--- src/rtl/pipe_ctrl.sv ---
// Front-end pipeline controller: sequences fetch and IF/ID around jumps, end-of-program,
// memory stalls and load-use hazards. Control outputs are Mealy from the registered state.
module pipe_ctrl #(
  parameter int unsigned REGI_SIZE   = 16,
  parameter int unsigned JUMP_BITS   = 10,
  parameter int unsigned HAZ_CYCLES  = 1,
  parameter int unsigned MEM_TIMEOUT = 15
) (
  input  logic                 clk_i,
  input  logic                 rst_i,
  input  logic                 start_i,
  input  logic [REGI_SIZE-1:0] pc_i,
  input  logic                 jump_i,
  input  logic [JUMP_BITS-1:0] jump_addr_i,
  input  logic                 end_i,
  input  logic                 mem_req_i,
  input  logic                 mem_ack_i,
  input  logic                 hazard_i,
  output logic [REGI_SIZE-1:0] pc_o,
  output logic                 pc_en_o,
  output logic                 ifid_en_o,
  output logic                 ifid_flush_o,
  output logic                 idex_bubble_o,
  output logic                 halted_o,
  output logic                 err_o,
  output logic [2:0]           state_o,
  output logic [15:0]          cyc_cnt_o
);

  typedef enum logic [2:0] {
    StIdle  = 3'd0,
    StRun   = 3'd1,
    StHaz   = 3'd2,
    StMemw  = 3'd3,
    StFlush = 3'd4,
    StHalt  = 3'd5
  } state_e;

  localparam logic [7:0] HazLast = 8'(HAZ_CYCLES);
  // Timeout fires on the MEM_TIMEOUT-th wait cycle, so the request cycle plus the
  // wait cycles hold the PC for at most MEM_TIMEOUT+1 cycles.
  localparam logic [7:0] MemLast = 8'(MEM_TIMEOUT - 1);

  state_e               state_q, state_d;
  logic [7:0]           cnt_q, cnt_d;
  logic                 err_q, err_d;
  logic [15:0]          cyc_q, cyc_d;
  logic                 cyc_inc;
  logic                 restart;
  logic [REGI_SIZE-1:0] jump_pc;

  assign jump_pc = REGI_SIZE'(jump_addr_i);

  always_comb begin
    state_d       = state_q;
    cnt_d         = cnt_q;
    err_d         = err_q;
    cyc_inc       = 1'b0;
    restart       = 1'b0;
    pc_o          = '0;
    pc_en_o       = 1'b0;
    ifid_en_o     = 1'b0;
    ifid_flush_o  = 1'b0;
    idex_bubble_o = 1'b0;
    halted_o      = 1'b0;

    case (state_q)
      StIdle: begin
        ifid_flush_o = 1'b1;
        if (start_i) begin
          state_d = StRun;
          restart = 1'b1;
        end
      end

      StRun: begin
        pc_o      = pc_i;
        pc_en_o   = 1'b1;
        ifid_en_o = 1'b1;
        cyc_inc   = 1'b1;
        if (end_i) begin
          pc_en_o      = 1'b0;
          ifid_flush_o = 1'b1;
          state_d      = StHalt;
        end else if (jump_i) begin
          pc_o         = jump_pc;
          ifid_flush_o = 1'b1;
          state_d      = StFlush;
        end else if (mem_req_i) begin
          pc_en_o   = 1'b0;
          ifid_en_o = 1'b0;
          cnt_d     = '0;
          state_d   = StMemw;
        end else if (hazard_i) begin
          pc_en_o       = 1'b0;
          ifid_en_o     = 1'b0;
          idex_bubble_o = 1'b1;
          cnt_d         = 8'd1;
          state_d       = StHaz;
        end
      end

      // Discards the instruction fetched from the old PC+1 while the target is fetched.
      StFlush: begin
        pc_o         = pc_i;
        pc_en_o      = 1'b1;
        ifid_flush_o = 1'b1;
        cyc_inc      = 1'b1;
        state_d      = StRun;
      end

      StHaz: begin
        idex_bubble_o = 1'b1;
        cyc_inc       = 1'b1;
        if (cnt_q == HazLast) begin
          state_d = StRun;
        end else begin
          cnt_d = cnt_q + 8'd1;
        end
      end

      StMemw: begin
        idex_bubble_o = 1'b1;
        cyc_inc       = 1'b1;
        if (mem_ack_i) begin
          state_d = StRun;
        end else if (cnt_q == MemLast) begin
          err_d   = 1'b1;
          state_d = StHalt;
        end else begin
          cnt_d = cnt_q + 8'd1;
        end
      end

      StHalt: begin
        ifid_flush_o = 1'b1;
        halted_o     = 1'b1;
        if (start_i) begin
          state_d = StRun;
          restart = 1'b1;
        end
      end

      // Corrupted state register: park in HALT and flag it.
      default: begin
        err_d   = 1'b1;
        state_d = StHalt;
      end
    endcase

    if (restart) begin
      err_d = 1'b0;
      cyc_d = '0;
    end else if (cyc_inc && (cyc_q != 16'hFFFF)) begin
      cyc_d = cyc_q + 16'd1;
    end else begin
      cyc_d = cyc_q;
    end
  end

  always_ff @(posedge clk_i) begin
    if (!rst_i) begin
      state_q <= StIdle;
      cnt_q   <= '0;
      err_q   <= 1'b0;
      cyc_q   <= '0;
    end else begin
      state_q <= state_d;
      cnt_q   <= cnt_d;
      err_q   <= err_d;
      cyc_q   <= cyc_d;
    end
  end

  assign state_o   = state_q;
  assign err_o     = err_q;
  assign cyc_cnt_o = cyc_q;

endmodule
--- config.mk ---
export PLATFORM = sky130hd
export DESIGN_NAME = pipe_ctrl
export DESIGN_NICKNAME = d
export VERILOG_FILES = /design/src/rtl/pipe_ctrl.sv
export SDC_FILE = /design/constraint.sdc
export NUM_CORES = 1
export LEC_CHECK = 0
export CORE_MARGIN = 5
export CORE_UTILIZATION = 39
export CTS_CLUSTER_DIAMETER = 40
export CTS_CLUSTER_SIZE = 24
export DETAILED_ROUTE_END_ITERATION = 6
export GPL_ROUTABILITY_DRIVEN = 0
export GPL_TIMING_DRIVEN = 0
export PLACE_DENSITY = 0.77
export SLEW_MARGIN = 10
export SYNTH_ARGS = -nofsm -noshare
export SYNTH_HDL_FRONTEND = slang
export SYNTH_SLANG_ARGS = --single-unit
export TNS_END_PERCENT = 5
--- constraint.sdc ---
create_clock -name clk_i -period 1.9 [get_ports clk_i]
set_input_delay 0.38 -clock clk_i [delete_from_list [all_inputs] [get_ports clk_i]]
set_output_delay 0.38 -clock clk_i [all_outputs]
set_load 0.1 [all_outputs]
==> results by group, run 1 <==
Cells and area
  • Area grow syn2layout: 74.20%
  • Reg area: 570.5 um2
  • Multi-input logic area: 1458 um2
  • Antenna fix cells: 0
  • Fin cells: 372
  • Nets: 357
  • Ratio of cells with drive above 1 in the final layout: 31.76%
  • Fillers: 354

Timing
  • Final setup margin: -0.3356 ns
  • RSZ-0062 raised after global routing: yes
  • Max Fclk: 447.3 MHz
  • Final setup fails: 27
  • Fin crit period: 2.236 ns
  • Final Hold Fails: 0
  • Hold_ws: 0.5050 ns
  • Worst-Margin Slew: 0.9769 ns
  • Layout Skew: 0.009146 ns
  • Final period utilization: 117.7%
  • Final slew viol count: 0
  • Max_slew headroom: 35.13%

Pwr
  • Leak: 1.230 nW
  • Pwr dens: 873.5 nW/um2
  • Final Power: 2.863 mW
  • Switching share of total power: 47.17%
  • Peak supply drop: 555.4 uV
  • Comb pwr share: 63.0%
  • Psw: 1.351 mW
  • P_int: 1.513 mW
  • Clock Power Share: 14.8%
  • Seq pwr share: 22.2%

Worst setup path
  • Buf/Inv on CP: 3
  • CP Cell Sequence: dlygate4sd2_1 -> or4b_4 -> nor2_4 -> buf_12 -> a22o_4 -> buf_12
  • Delay-heaviest family, CP: simple AND/OR/NAND/NOR gates
  • Worst EP arrival: 1.86 ns
  • Critical path capture point type: primary output
  • CP max-delay cell: or4b_4
  • Most used cell, CP: buf_12
  • FF-to-FF setup slack: -0.20 ns
  • Crit-path max cell delay: 0.60 ns
  • Crit path max fanout: 7
  • Setup CP Type: primary input to primary output
  • CP Data Required Time: 1.52 ns
  • CP Launch Type: primary input

Clock network
  • Clk sink count: 28
  • CTS tree: built
  • CTS root buffer: clkbuf_8
  • H-tree Lvls: 1
  • Clk slew on worst S/H paths: 0.09 ns
  • Clock Tree Buf Depth: 2
  • Worst skew pair latency: 0.28 ns
  • TritonCTS Buffers: 3

Synth
  • Mapped Cells: 235
  • Yosys cell types: 45
  • Synth Area in Simple Gates: 31.85%
  • Syn_area_per_cell: 8.008 um2
  • Post-synthesis xor/xnor area fraction: 0.4654%
  • Area contributors post-synth: dfxtp_1 30%, mux2i_1 6.4%, nand2_1 5.2%, a22o_1 5.1%, a21oi_1 4.3%
  • Share of the synthesized area in the top cell type: 29.79%
  • Ys async rst share: 0%
  • Post-synthesis sequential area ratio: 29.79%
  • Number of synthesized flops with an enable pin: 0
  • Yosys reg bits: 28
  • Ys flop type: dfxtp_1
  • Adder-Cell Fraction of Synth Area: 2.660%
  • Synth Area in Compound Gates: 24.07%
  • Mux contribution to synthesized area: 6.383%
  • Post-Syn Area: 1882 um2
  • Synth Warn #: 0
  • Synth cell count leaders: 28 x dfxtp_1, 26 x nand2_1, 16 x a21oi_1
  • Combinational family with the most area after synthesis: simple AND/OR/NAND/NOR gates
  • Post-synth top area cell: dfxtp_1
  • Synth Net Count: 273
  • Count leader, synth: dfxtp_1

Hold path
  • HP Class: flip-flop to flip-flop

Global route
  • Gr ovfl total: 0
  • GRT Overall Usage: 19.71%
  • Vias in the first global route: 2008
  • First-pass GRT wire length: 10090 um
  • Largest net degree at the start of global routing: 17
  • Initial antenna violation count: 0

Status
  • Status: complete, but fails checks
  • Failing checks: negative setup slack

Place
  • Placed insts: 363
  • Setup slack after placement: -2.134 ns
  • Detailed-placement wirelength estimate: 4370 um
  • # port buffers: 74

Route
  • DRT iter0 DRCs: 112
  • Total wire length: 6248 um
  • Wirelength per Cell: 16.80 um
  • Remaining antenna violation count: 0
  • Remaining DRCs: 0
  • Vias per cell: 5.815
  • 1st-pass router iterations: 4
  • Via count: 2163

Floorplanning
  • Site Rows: 25
  • Die Area: 6315 um2
  • Core box area: 4692 um2
  • Top Ports: 75
  • Die width: 79.47 um
  • Initial core utilization: 40.11%
  • Die height: 79.47 um

Flow run
  • Max-cap violations: 0
per-layer routing:
metal,vias to the layer above,wire (um),GRT usage (%)
li1,1060,-,-
met5,-,0,0
met4,0,115,4.467
met1,1049,2665,24.91
met2,42,3257,34.39
met3,12,210,3.725
placed cells by master, fill, tap and decap left out, types with 6 or more instances in the layout:
cell	instances
and2_4	6
buf_12	19
o21ai_0	8
clkdlybuf4s50_1	31
and3_1	8
nand4_1	6
a22o_4	10
clkdlybuf4s15_2	18
nand2b_1	12
inv_1	10
nor4_1	6
buf_4	6
nand2_1	26
dfxtp_1	24
nand3_1	7
a21oi_1	11
mux2i_1	12
power groups by stage:
| stage | Clock (mW) | Sequential [mW] | Combinational [mW] |
|---|---|---|---|
| 3_5_place_dp | 0 | 0.648 | 1.46 |
| 4_1_cts | 0.436 | 0.636 | 1.79 |
| 3_3_place_gp | 0 | 0.647 | 1.46 |
| 6_report | 0.423 | 0.636 | 1.80 |
| 5_1_grt | 0.467 | 0.642 | 1.87 |
| 2_1_floorplan | 0 | 0.779 | 0.989 |
timing repair:
item / CTS / global route
pin swaps: 6 / 3
resized for setup: 262 / 12
hold buffers: 0 / 0
setup endpoints to repair: 67 / 47
buffers inserted: 7 / 0
sequential cells by signal, summed over array words and instances, names as in the netlist:
signal / count
cnt_q: 8
state_o: 3
err_o: 1
cyc_cnt_o: 16
metrics by stage:
step	utilization, %	area [um2]	setup TNS, ns
after global placement	59.60	2796	-48.91
after detailed placement	59.60	2796	-49.77
after global routing	69.87	3278	-8.806
final	69.87	3278	-6.670
after CTS	69.57	3264	-8.100
after floorplan	-	1988	-22.34
layout make-up:
cell class / count / share of cell area [%]
multi-input combinational: 186 / 44.47
timing repair buffer: 81 / 30.84
sequential: 28 / 17.40
buffer: 9 / 2.061
tap: 54 / 2.061
clock buffer: 4 / 2.023
inverter: 10 / 1.145
worst paths after layout:
check             start        to  depth (start not counted)
max               end_i   pc_o[1]                          6
min               err_o     err_o                          2
min reg2reg       err_o     err_o                          2
max reg2reg  state_o[2]  cnt_q[6]                          6
logic make-up after synthesis:
family	count (synthesis)
flops	28
fa+ha+maj	4
xor+xnor	1
buf+inv	21
simple gates	107
mux	12
compound gates	62
worst reg2reg max path, stage by stage, from the launching register on:
cell       delay (ns)
dfxtp_4          0.35
buf_6            0.12
or4b_4           0.53
buf_4            0.17
a2bb2oi_2        0.19
or3_1            0.39
a32o_1           0.26
Power figures use the tool's default switching activity.
==> inputs of run 2 (changes only) <==
CAP_MARGIN = 20   (was not set)
==> results of run 2 <==
Final layout, timing and power as in run 1 (identical DEF).
==> inputs of run 3 (changes only) <==
PLACE_DENSITY = 0.79   (was 0.77)
SETUP_SLACK_MARGIN = 0.1   (was not set)
SKIP_LAST_GASP = 1   (was not set)
==> run 3 against run 2 <==
Effect of this change:
- the flow still finishes with violations (negative setup slack)
- register-to-register slack got worse by 0.12 ns
- first-iteration DRC count increased by 24%
- die area unchanged
- wire length increased by 0.80%
- worst hold slack got worse by 0.016 ns
- sequential share of layout area increased by 0.29 points
- setup slack got worse by 0.091 ns
- design area decreased by 1.2%
- critical endpoint is now pc_o[9]
- largest power group unchanged
- highest routed layer unchanged
==> results by group, run 3 (synthesized netlist as in run 1, its figures left out) <==
Timing
  • Worst-Margin Slew: 1.000 ns
  • Max_slew headroom: 33.10%
  • RSZ-0062 raised after global routing: yes
  • Final setup TNS: -17.28 ns
  • Final setup margin: -0.4269 ns
  • Final setup fails: 55
  • Max Fclk: 429.8 MHz
  • Fin crit period: 2.327 ns
  • Hold_ws: 0.4891 ns
  • Final period utilization: 122.5%
  • Layout Skew: 0.007185 ns
  • Final slew viol count: 0
  • Final Hold Fails: 0

Cells and area
  • Most frequent cells in the layout: 50 x clkdlybuf4s50_1, 26 x nand2_1, 22 x dfxtp_1
  • Layout Cell Area excl Fill: 3238 um2
  • Antenna fix cells: 0
  • Nets: 360
  • Fin cells: 375
  • Fillers: 347
  • Area grow syn2layout: 72.07%
  • Most common cell after layout, fill and taps aside: clkdlybuf4s50_1
  • Ratio of cells with drive above 1 in the final layout: 25.55%
  • Largest register FFs: 16

Clock network
  • CTS root buffer: clkbuf_8
  • CTS tree: built
  • TritonCTS Buffers: 3
  • Clk sink count: 28
  • Post-cts hold buffer count: 0
  • H-tree Lvls: 1
  • Worst skew pair latency: 0.29 ns
  • Clk slew on worst S/H paths: 0.10 ns
  • Clock Tree Buf Depth: 2

Route
  • Via count: 2169
  • Remaining antenna violation count: 0
  • Remaining DRCs: 0
  • 1st-pass router iterations: 4
  • DRT iter0 DRCs: 139
  • Total wire length: 6298 um
  • Wirelength per Cell: 16.79 um
  • Vias per cell: 5.784

Place
  • Post-DP Area: 2796 um2
  • Setup slack after placement: -2.115 ns
  • # port buffers: 74
  • Placed insts: 363
  • Detailed-placement wirelength estimate: 4509 um

Worst setup path
  • CP Launch Type: flip-flop
  • Reg2Reg Depth: 5
  • Worst EP arrival: 1.95 ns
  • Crit path max fanout: 7
  • CP Data Required Time: 1.52 ns
  • Setup CP Type: flip-flop to primary output
  • Critical path capture point type: primary output
  • FF-to-FF setup slack: -0.32 ns

Global route
  • Initial antenna violation count: 0
  • GRT Overall Usage: 20.30%
  • Largest net degree at the start of global routing: 17
  • Vias in the first global route: 2115
  • First-pass GRT wire length: 10400 um
  • Gr ovfl total: 0

Hold path
  • HP Class: flip-flop to flip-flop
  • Cells on Worst Hold Path: 1

Status
  • Failing checks: negative setup slack
  • Status: complete, but fails checks

Pwr
  • Leak: 1.224 nW
  • Peak supply drop: 570.1 uV
  • Pwr dens: 888.2 nW/um2

Floorplanning
  • Core box area: 4692 um2
  • Top Ports: 75
  • Die height: 79.47 um
  • Die Area: 6315 um2
  • Site Rows: 25
  • Initial core utilization: 40.11%
  • Die width: 79.47 um

Flow run
  • Max-cap violations: 0
-- run 3: metrics by stage --
step / total power, mW / util [%]
2_1_floorplan: 1.769 / -
5_1_grt: 2.983 / 69.01
6_report: 2.876 / 69.01
3_5_place_dp: 2.117 / 59.60
4_1_cts: 2.821 / 67.33
3_3_place_gp: 2.105 / 59.60
-- run 3: per-layer routing --
metal | vias up | track usage [%] | part of all wire (%)
met3 | 8 | 4.063 | 5.8
met1 | 1023 | 26.14 | 42
met2 | 73 | 34.81 | 51
li1 | 1065 | - | -
met5 | - | 0 | 0
met4 | 0 | 4.296 | 1.3
-- run 3: power by group --
| group | internal (mW) | leakage [nW] | switching (mW) |
|---|---|---|---|
| sequential | 0.611 | 0.229 | 0.0241 |
| combinational | 0.676 | 0.961 | 1.13 |
| clock | 0.230 | 0.0339 | 0.203 |
| total | 1.52 | 1.22 | 1.36 |
-- run 3: final timing paths --
kind,to,from
worst max-delay path,pc_o[9],state_o[2]
worst max register to register,cnt_q[4],cnt_q[0]
worst min-delay path,cyc_cnt_o[5],cyc_cnt_o[5]
worst min register to register,cyc_cnt_o[5],cyc_cnt_o[5]
-- run 3: area by class of cell --
type                    count  area (um2)  area share, %
multi-input cells         186        1415          43.70
repair buffers             83       994.7          30.72
flip-flops and latches     28       573.1          17.70
plain buffers              10       83.83          2.589
well taps                  54       67.56          2.087
clock buffers               4       66.31          2.048
inverters                  10       37.54          1.159
-- run 3: critical path, stage by stage (launching register included) --
cell,delay (ns)
dfxtp_4,0.36
buf_8,0.12
or4b_4,0.47
buf_6,0.15
nor2_4,0.13
buf_12,0.15
a22o_4,0.12
buf_12,0.16
-- run 3: repair_timing --
item,in CTS,in global routing
endpoints found under the setup margin,67,68
setup buffers,7,2
pin swaps,3,4
gates resized for setup,181,24
